## src/rtl/wb_regfile_if.sv

```systemverilog
// ============================================================================
// Module   : wb_regfile_if
// Brief    : MEM/WB writeback bus between pipeline register and register file.
// Revision : 1.0
// ============================================================================
`default_nettype none

interface wb_regfile_if #(
    parameter int DATA_W = 32,
    parameter int ADDR_W = 5
);
    logic              imem_to_reg;
    logic              ipc_to_reg;
    logic              ireg_write;
    logic [DATA_W-1:0] iPC;
    logic [DATA_W-1:0] iInstruction;
    logic [DATA_W-1:0] ialu_res;
    logic [DATA_W-1:0] iData_mem_res;
    logic [ADDR_W-1:0] iwrite_addr;
    logic [ADDR_W-1:0] read_addr1;
    logic [ADDR_W-1:0] read_addr2;
    logic [DATA_W-1:0] read_data1;
    logic [DATA_W-1:0] read_data2;
    logic [DATA_W-1:0] wb_data;
    logic              wb_valid;
    logic [31:0]       retired_count;

    modport master (
        output imem_to_reg, ipc_to_reg, ireg_write, iPC, iInstruction,
               ialu_res, iData_mem_res, iwrite_addr, read_addr1, read_addr2,
        input  read_data1, read_data2, wb_data, wb_valid, retired_count
    );

    modport slave (
        input  imem_to_reg, ipc_to_reg, ireg_write, iPC, iInstruction,
               ialu_res, iData_mem_res, iwrite_addr, read_addr1, read_addr2,
        output read_data1, read_data2, wb_data, wb_valid, retired_count
    );
endinterface

`default_nettype wire

```

## src/rtl/wb_regfile.sv

```systemverilog
// ============================================================================
// Module   : wb_regfile
// Brief    : Writeback stage: result select, 2**ADDR_W x DATA_W register file,
//            two read ports and retired-instruction counter.
//            Optional macro WB_BYPASS_EN: write-before-read on the read ports.
// Revision : 1.0
// ============================================================================
`default_nettype none

module wb_regfile #(
    parameter int DATA_W      = 32,
    parameter int ADDR_W      = 5,
    parameter int LINK_OFFSET = 4
) (
    input  wire logic     clock,
    input  wire logic     reset,
    wb_regfile_if.slave   bus
);
    localparam int                NREG     = 2 ** ADDR_W;
    localparam logic [DATA_W-1:0] C_LINK   = DATA_W'(LINK_OFFSET);

    logic [DATA_W-1:0] regs_q [NREG];
    logic [DATA_W-1:0] regs_d [NREG];
    logic [31:0]       retired_count_q;
    logic [31:0]       retired_count_d;

    logic [DATA_W-1:0] wb_data;
    logic              wb_valid;
    logic [DATA_W-1:0] read_data1;
    logic [DATA_W-1:0] read_data2;

    // Link value has priority over load data.
    always_comb begin
        wb_data = bus.ialu_res;
        if (bus.ipc_to_reg) begin
            wb_data = bus.iPC + C_LINK;
        end else if (bus.imem_to_reg) begin
            wb_data = bus.iData_mem_res;
        end
    end

    assign wb_valid = bus.ireg_write && (bus.iwrite_addr != '0);

    always_comb begin
        regs_d = regs_q;
        if (wb_valid) begin
            regs_d[bus.iwrite_addr] = wb_data;
        end
    end

    always_comb begin
        retired_count_d = retired_count_q;
        if (bus.iInstruction != '0) begin
            retired_count_d = retired_count_q + 32'd1;
        end
    end

    always_ff @(posedge clock or posedge reset) begin
        if (reset) begin
            for (int i = 0; i < NREG; i++) begin
                regs_q[i] <= '0;
            end
            retired_count_q <= '0;
        end else begin
            regs_q          <= regs_d;
            retired_count_q <= retired_count_d;
        end
    end

    // Address 0 reads as zero; wb_valid already excludes address 0 for bypass.
    always_comb begin
        read_data1 = (bus.read_addr1 == '0) ? '0 : regs_q[bus.read_addr1];
        read_data2 = (bus.read_addr2 == '0) ? '0 : regs_q[bus.read_addr2];
`ifdef WB_BYPASS_EN
        if (wb_valid && (bus.read_addr1 == bus.iwrite_addr)) begin
            read_data1 = wb_data;
        end
        if (wb_valid && (bus.read_addr2 == bus.iwrite_addr)) begin
            read_data2 = wb_data;
        end
`endif
    end

    assign bus.read_data1    = read_data1;
    assign bus.read_data2    = read_data2;
    assign bus.wb_data       = wb_data;
    assign bus.wb_valid      = wb_valid;
    assign bus.retired_count = retired_count_q;

endmodule

`default_nettype wire

```

## src/flat_wrapper.sv

```systemverilog
// flat-port wrapper written by rule: the top's interface ports become plain ports
module wb_regfile_flat 
#(
    parameter int DATA_W      = 32,
    parameter int ADDR_W      = 5,
    parameter int LINK_OFFSET = 4
)
  (clock, reset, bus_imem_to_reg, bus_ipc_to_reg, bus_ireg_write, bus_iPC, bus_iInstruction, bus_ialu_res, bus_iData_mem_res, bus_iwrite_addr, bus_read_addr1, bus_read_addr2, bus_read_data1, bus_read_data2, bus_wb_data, bus_wb_valid, bus_retired_count);
  wb_regfile_if #(.DATA_W(DATA_W), .ADDR_W(ADDR_W)) bus_i ();
  input  wire logic clock;
  input  wire logic reset;
  input wire logic [$bits(bus_i.imem_to_reg)-1:0] bus_imem_to_reg;
  input wire logic [$bits(bus_i.ipc_to_reg)-1:0] bus_ipc_to_reg;
  input wire logic [$bits(bus_i.ireg_write)-1:0] bus_ireg_write;
  input wire logic [$bits(bus_i.iPC)-1:0] bus_iPC;
  input wire logic [$bits(bus_i.iInstruction)-1:0] bus_iInstruction;
  input wire logic [$bits(bus_i.ialu_res)-1:0] bus_ialu_res;
  input wire logic [$bits(bus_i.iData_mem_res)-1:0] bus_iData_mem_res;
  input wire logic [$bits(bus_i.iwrite_addr)-1:0] bus_iwrite_addr;
  input wire logic [$bits(bus_i.read_addr1)-1:0] bus_read_addr1;
  input wire logic [$bits(bus_i.read_addr2)-1:0] bus_read_addr2;
  output wire logic [$bits(bus_i.read_data1)-1:0] bus_read_data1;
  output wire logic [$bits(bus_i.read_data2)-1:0] bus_read_data2;
  output wire logic [$bits(bus_i.wb_data)-1:0] bus_wb_data;
  output wire logic [$bits(bus_i.wb_valid)-1:0] bus_wb_valid;
  output wire logic [$bits(bus_i.retired_count)-1:0] bus_retired_count;
  assign bus_i.imem_to_reg = bus_imem_to_reg;
  assign bus_i.ipc_to_reg = bus_ipc_to_reg;
  assign bus_i.ireg_write = bus_ireg_write;
  assign bus_i.iPC = bus_iPC;
  assign bus_i.iInstruction = bus_iInstruction;
  assign bus_i.ialu_res = bus_ialu_res;
  assign bus_i.iData_mem_res = bus_iData_mem_res;
  assign bus_i.iwrite_addr = bus_iwrite_addr;
  assign bus_i.read_addr1 = bus_read_addr1;
  assign bus_i.read_addr2 = bus_read_addr2;
  assign bus_read_data1 = bus_i.read_data1;
  assign bus_read_data2 = bus_i.read_data2;
  assign bus_wb_data = bus_i.wb_data;
  assign bus_wb_valid = bus_i.wb_valid;
  assign bus_retired_count = bus_i.retired_count;
  wb_regfile #(.DATA_W(DATA_W), .ADDR_W(ADDR_W), .LINK_OFFSET(LINK_OFFSET)) u_core (.clock(clock), .reset(reset), .bus(bus_i));
endmodule
```

## config.mk

```make
export PLATFORM = sky130hd
export DESIGN_NAME = wb_regfile_flat
export DESIGN_NICKNAME = d
export VERILOG_FILES = /design/src/rtl/wb_regfile_if.sv /design/src/rtl/wb_regfile.sv /design/src/flat_wrapper.sv
export SDC_FILE = /design/constraint.sdc
export NUM_CORES = 2
export LEC_CHECK = 0
export ABC_AREA = 1
export CAP_MARGIN = 30
export CORE_UTILIZATION = 50
export CTS_BUF_LIST = sky130_fd_sc_hd__clkbuf_16
export DETAILED_ROUTE_END_ITERATION = 7
export DONT_BUFFER_PORTS = 1
export HOLD_SLACK_MARGIN = 0.03
export PLACE_DENSITY = 0.75
export SLEW_MARGIN = 20
export SYNTH_ARGS = -nofsm -noshare
export SYNTH_HDL_FRONTEND = slang
export SYNTH_SLANG_ARGS = --single-unit
```

## constraint.sdc

```tcl
create_clock -name clock -period 49.4 [get_ports clock]
set_clock_uncertainty 0.05 [all_clocks]
set_input_delay 7.41 -clock clock [delete_from_list [all_inputs] [get_ports clock]]
set_output_delay 7.41 -clock clock [all_outputs]
set_load 0.03 [all_outputs]
```

==> flow_metrics.tcl <==
set metrics [dict create \
    global_route.usage.total 0.382 \
    initial_core_util 0.504 \
    worstSkewPairLatency_ns 0.76 \
    grt_start_max_net_pins 542 \
    ys_types 34 \
    cts_repair_resize_count 0 \
    synthesis.area_mm2 0.0615 \
    crit_path_max_fanout 539 \
    synth_top_cell_by_area "sky130_fd_sc_hd__dfrtp_1" \
    drtIter0Drc 10600 \
    postSynthRegisterBits 1056 \
    r2r_startpoint "u_core.bus.retired_count[1]" \
    yosysWarningCount 0 \
    critPathMostFrequentCell "sky130_fd_sc_hd__nand2_1" \
    maximum_ir_drop_on_the_vdd_rail_mv 0.0317 \
    area_growth_pct 5.63 \
    dieArea_mm2 0.124 \
    fin_nets 8912 \
    crit_path_start_kind "primary input" \
    tns_ns 0 \
    rsz0062_at_grt "false" \
    postCtsHoldBufs 0 \
    buffer_ports.inserted 0 \
    boundaryPins 277 \
    synth_enable_flop_cells 0 \
    path_buf_inv 5 \
    kind_of_cell_with_the_highest_combined_delay_on_the_critical_path "buffers and inverters" \
    layout_min_cycle_time_ns 20.62 \
    synthArstFlopShare 1.00 \
    power-per-cell-area_mw_per_mm2 38.8 \
    synth.top_cells.by_area "sky130_fd_sc_hd__dfrtp_1 43%, sky130_fd_sc_hd__nand2_1 27%, sky130_fd_sc_hd__nand3_1 12%, sky130_fd_sc_hd__o21ai_0 4.1%, sky130_fd_sc_hd__buf_2 2.8%" \
    static-leakage-power_nw 31.7 \
    critPathRequiredTime_ns 41.94 \
    status "finished, violations left" \
    grt_first_pass_wirelength_mm 367 \
    worst_setup_hold_path_clk_slew_ns 0.06 \
    max-slew-margin-rel -0.614 \
    clock_sinks 1056 \
    timing.critical_path.slowest_stage_cell "sky130_fd_sc_hd__inv_8" \
    hpwlAfterDp_mm 130 \
    num_rows 128 \
    final-max-slew-violation-count 302 \
    violations "design-rule violations, max-slew violations" \
    deepest_clock_path_buffer_count 3 \
    dp_worst_setup_slack_ns 30.41 \
    startpoint "bus_read_addr2[0]" \
    start_to_end_type_of_the_worst_setup_path "in -> out" \
    total_wire_length_mm 243 \
    timing.final.hold_violations 0 \
    achievable-frequency_mhz 48.5 \
    syn-instance-count 9300 \
    number_of_vias_per_cell 6.18 \
    synth_nets 9450 \
    cts_max_level 3 \
    numCtsBuffers 115 \
    ctsRootBufferMaster "sky130_fd_sc_hd__clkbuf_16" \
    syn_avg_cell_area_um2 6.61 \
    worstMarginPinSlew_ns 2.42 \
    synth_sequential_area_ratio 0.430 \
    crit_path_cell_trace "inv_8 -> buf_16 -> buf_4 -> buf_16 -> buf_4 -> nand2_1 -> nand3_1 -> nand3_1 -> nand2_1 -> nand2_1 -> nand3_1 -> nand2_1 -> nor2_1" \
    min_path_type "reg -> reg" \
    timing.final.ws_setup_ns 28.78 \
    route.detailed.drc 2 \
    clock_tree_from_tritoncts "yes" \
    via_count 64900 \
    crit_path_end_kind "primary output" \
    globalplace.congestion 0.925 \
    ant_nets 0 \
    antenna_found_initial 10 \
    final_layout_size_suffix_gt1_frac 0.0461 \
    critPathArrivalTime_ns 13.16 \
    floorplan.die.width_um 353 \
    timing.final.crit_share 0.417 \
    yosysTopAreaCellShare 0.430 \
    die_h_um 353 \
    drt_pass1_iterations 8 \
    report.final.setup_viol 0 \
    global_route.overflow_total 0 \
    synth-main-ff-cell "sky130_fd_sc_hd__dfrtp_1" \
    worstHoldStart "u_core.regs_q[1010]" \
    critPathMaxStageDelay_ns 1.28 \
    core_region_area_mm2 0.122 \
    drv.max_cap_violation_count 0 \
    post_drt_wl_per_cell_um 23.2 \
    finish.utilization 0.533 \
    post-cts-setup-buffer-count 0 \
    first_global_vias 60700 \
]
==> cells in the final DEF (no fill, tap or decap), types with 2 or more instances in the layout <==
| master | instances |
|---|---|
| sky130_fd_sc_hd__nand2_1 | 4465 |
| sky130_fd_sc_hd__nand3_1 | 1510 |
| sky130_fd_sc_hd__dfrtp_1 | 1056 |
| sky130_fd_sc_hd__o21ai_0 | 505 |
| sky130_fd_sc_hd__nor2_1 | 322 |
| sky130_fd_sc_hd__o21ai_1 | 208 |
| sky130_fd_sc_hd__a21oi_1 | 148 |
| sky130_fd_sc_hd__inv_1 | 141 |
| sky130_fd_sc_hd__clkbuf_16 | 116 |
| sky130_fd_sc_hd__buf_4 | 94 |
| sky130_fd_sc_hd__inv_2 | 51 |
| sky130_fd_sc_hd__nor2_4 | 30 |
| sky130_fd_sc_hd__clkinv_1 | 28 |
| sky130_fd_sc_hd__clkinv_2 | 25 |
| sky130_fd_sc_hd__nand2_2 | 20 |
| sky130_fd_sc_hd__xor2_1 | 16 |
| sky130_fd_sc_hd__nor3_1 | 15 |
| sky130_fd_sc_hd__o211ai_1 | 15 |
| sky130_fd_sc_hd__nor2_2 | 12 |
| sky130_fd_sc_hd__buf_16 | 11 |
| sky130_fd_sc_hd__bufinv_16 | 10 |
| sky130_fd_sc_hd__inv_6 | 8 |
| sky130_fd_sc_hd__diode_2 | 6 |
| sky130_fd_sc_hd__xnor2_1 | 5 |
| sky130_fd_sc_hd__inv_8 | 5 |
| sky130_fd_sc_hd__buf_12 | 5 |
| sky130_fd_sc_hd__o21ai_2 | 4 |
| sky130_fd_sc_hd__nand3b_1 | 4 |
| sky130_fd_sc_hd__nand2_4 | 3 |
| sky130_fd_sc_hd__nor3_2 | 3 |
| sky130_fd_sc_hd__and2_1 | 3 |
| sky130_fd_sc_hd__nand4_1 | 3 |
| sky130_fd_sc_hd__o21bai_1 | 2 |
| sky130_fd_sc_hd__nand3_2 | 2 |
| sky130_fd_sc_hd__ha_1 | 2 |
| sky130_fd_sc_hd__clkinv_4 | 2 |
==> metal layers <==
layer  up-vias  wire length [um]  global-route usage
met5         -               193             0.00577
met4        14             17000               0.245
met3      1037             37600               0.123
met2      5198            101000               0.558
met1     30000             87500               0.485
li1      28600                 -                   -
==> cell families after synthesis <==
group                      Yosys count  synth area share
adders and majority gates            2          0.000407
buffers and inverters              944            0.0670
xor gates and xnor gates            21           0.00299
AOI/OAI and AO/OA                  883            0.0727
and+or+nand+nor                   6394             0.427
DFF                               1056             0.430
==> worst paths after layout <==
path                            slack, ns  depth (start not counted)                           end
worst min-delay path                 0.35                          0           u_core.regs_q[1010]
worst max-delay path                28.78                         13             bus_read_data2[3]
worst max register to register      47.14                         10  u_core.bus.retired_count[22]
worst min register to register       0.35                          0           u_core.regs_q[1010]
max in group asynchronous           39.79                          5            u_core.regs_q[838]
min in group asynchronous            6.53                          1            u_core.regs_q[245]
==> synthesized netlist by cell type (6+ instances only) <==
cell and number:
sky130_fd_sc_hd__nand2_1 4479, sky130_fd_sc_hd__nand3_1 1512, sky130_fd_sc_hd__dfrtp_1 1056, sky130_fd_sc_hd__o21ai_0 509, sky130_fd_sc_hd__buf_2 338, sky130_fd_sc_hd__clkbuf_1 322, sky130_fd_sc_hd__nor2_1 322, sky130_fd_sc_hd__o21ai_1 208
sky130_fd_sc_hd__a21oi_1 148, sky130_fd_sc_hd__inv_1 123, sky130_fd_sc_hd__buf_1 68, sky130_fd_sc_hd__inv_2 50, sky130_fd_sc_hd__buf_4 30, sky130_fd_sc_hd__nor2_4 29, sky130_fd_sc_hd__xor2_1 16, sky130_fd_sc_hd__nor3_1 15
sky130_fd_sc_hd__o211ai_1 15, sky130_fd_sc_hd__nor2_2 13, sky130_fd_sc_hd__nand2_2 6
==> worst register-to-register path, cell delays in order, from the launching register on <==
cell and delay [ns]:
sky130_fd_sc_hd__dfrtp_1 0.58, sky130_fd_sc_hd__ha_1 0.24, sky130_fd_sc_hd__nand3_1 0.19, sky130_fd_sc_hd__nor2_1 0.19
sky130_fd_sc_hd__inv_1 0.10, sky130_fd_sc_hd__nor2_1 0.30, sky130_fd_sc_hd__nand2_1 0.09, sky130_fd_sc_hd__nor2_1 0.22
sky130_fd_sc_hd__nand2_1 0.08, sky130_fd_sc_hd__nand2_1 0.06, sky130_fd_sc_hd__nand2_1 0.05
==> report_power, final <==
part	switching, W	internal (W)
registers	0.000134	0.00103
logic	0.000325	0.000177
clock network	0.000381	0.000476
total	0.000839	0.00168
==> final cells by class <==
| cell class | instances | area (um^2) |
|---|---|---|
| timing repair buffer | 112 | 1130 |
| antenna | 6 | 15.0 |
| fill | 11600 | 56900 |
| tap | 1625 | 2030 |
| clock inverter | 96 | 711 |
| sequential | 1056 | 26400 |
| multi-input combinational | 7300 | 31000 |
| clock buffer | 116 | 2900 |
| inverter | 177 | 714 |
==> per-stage QoR <==
step | power [W] | instance area [um^2] | hold slack, ns | instances
2_1_floorplan | 0.00154 | 61500 | 0.399 | 9300
3_3_place_gp | 0.00163 | 60900 | 0.335 | 10300
3_5_place_dp | 0.00165 | 61100 | 0.338 | 10300
4_1_cts | 0.00250 | 64700 | 0.350 | 10500
5_1_grt | 0.00263 | 64900 | 0.358 | 10500
6_report | 0.00252 | 64900 | 0.348 | 10500
==> state kept, by name, summed over array words and instances, names as in the netlist <==
signal                    flops
u_core.regs_q              1024
u_core.bus.retired_count     32
Note: power is estimated with default switching activity, not from simulation.
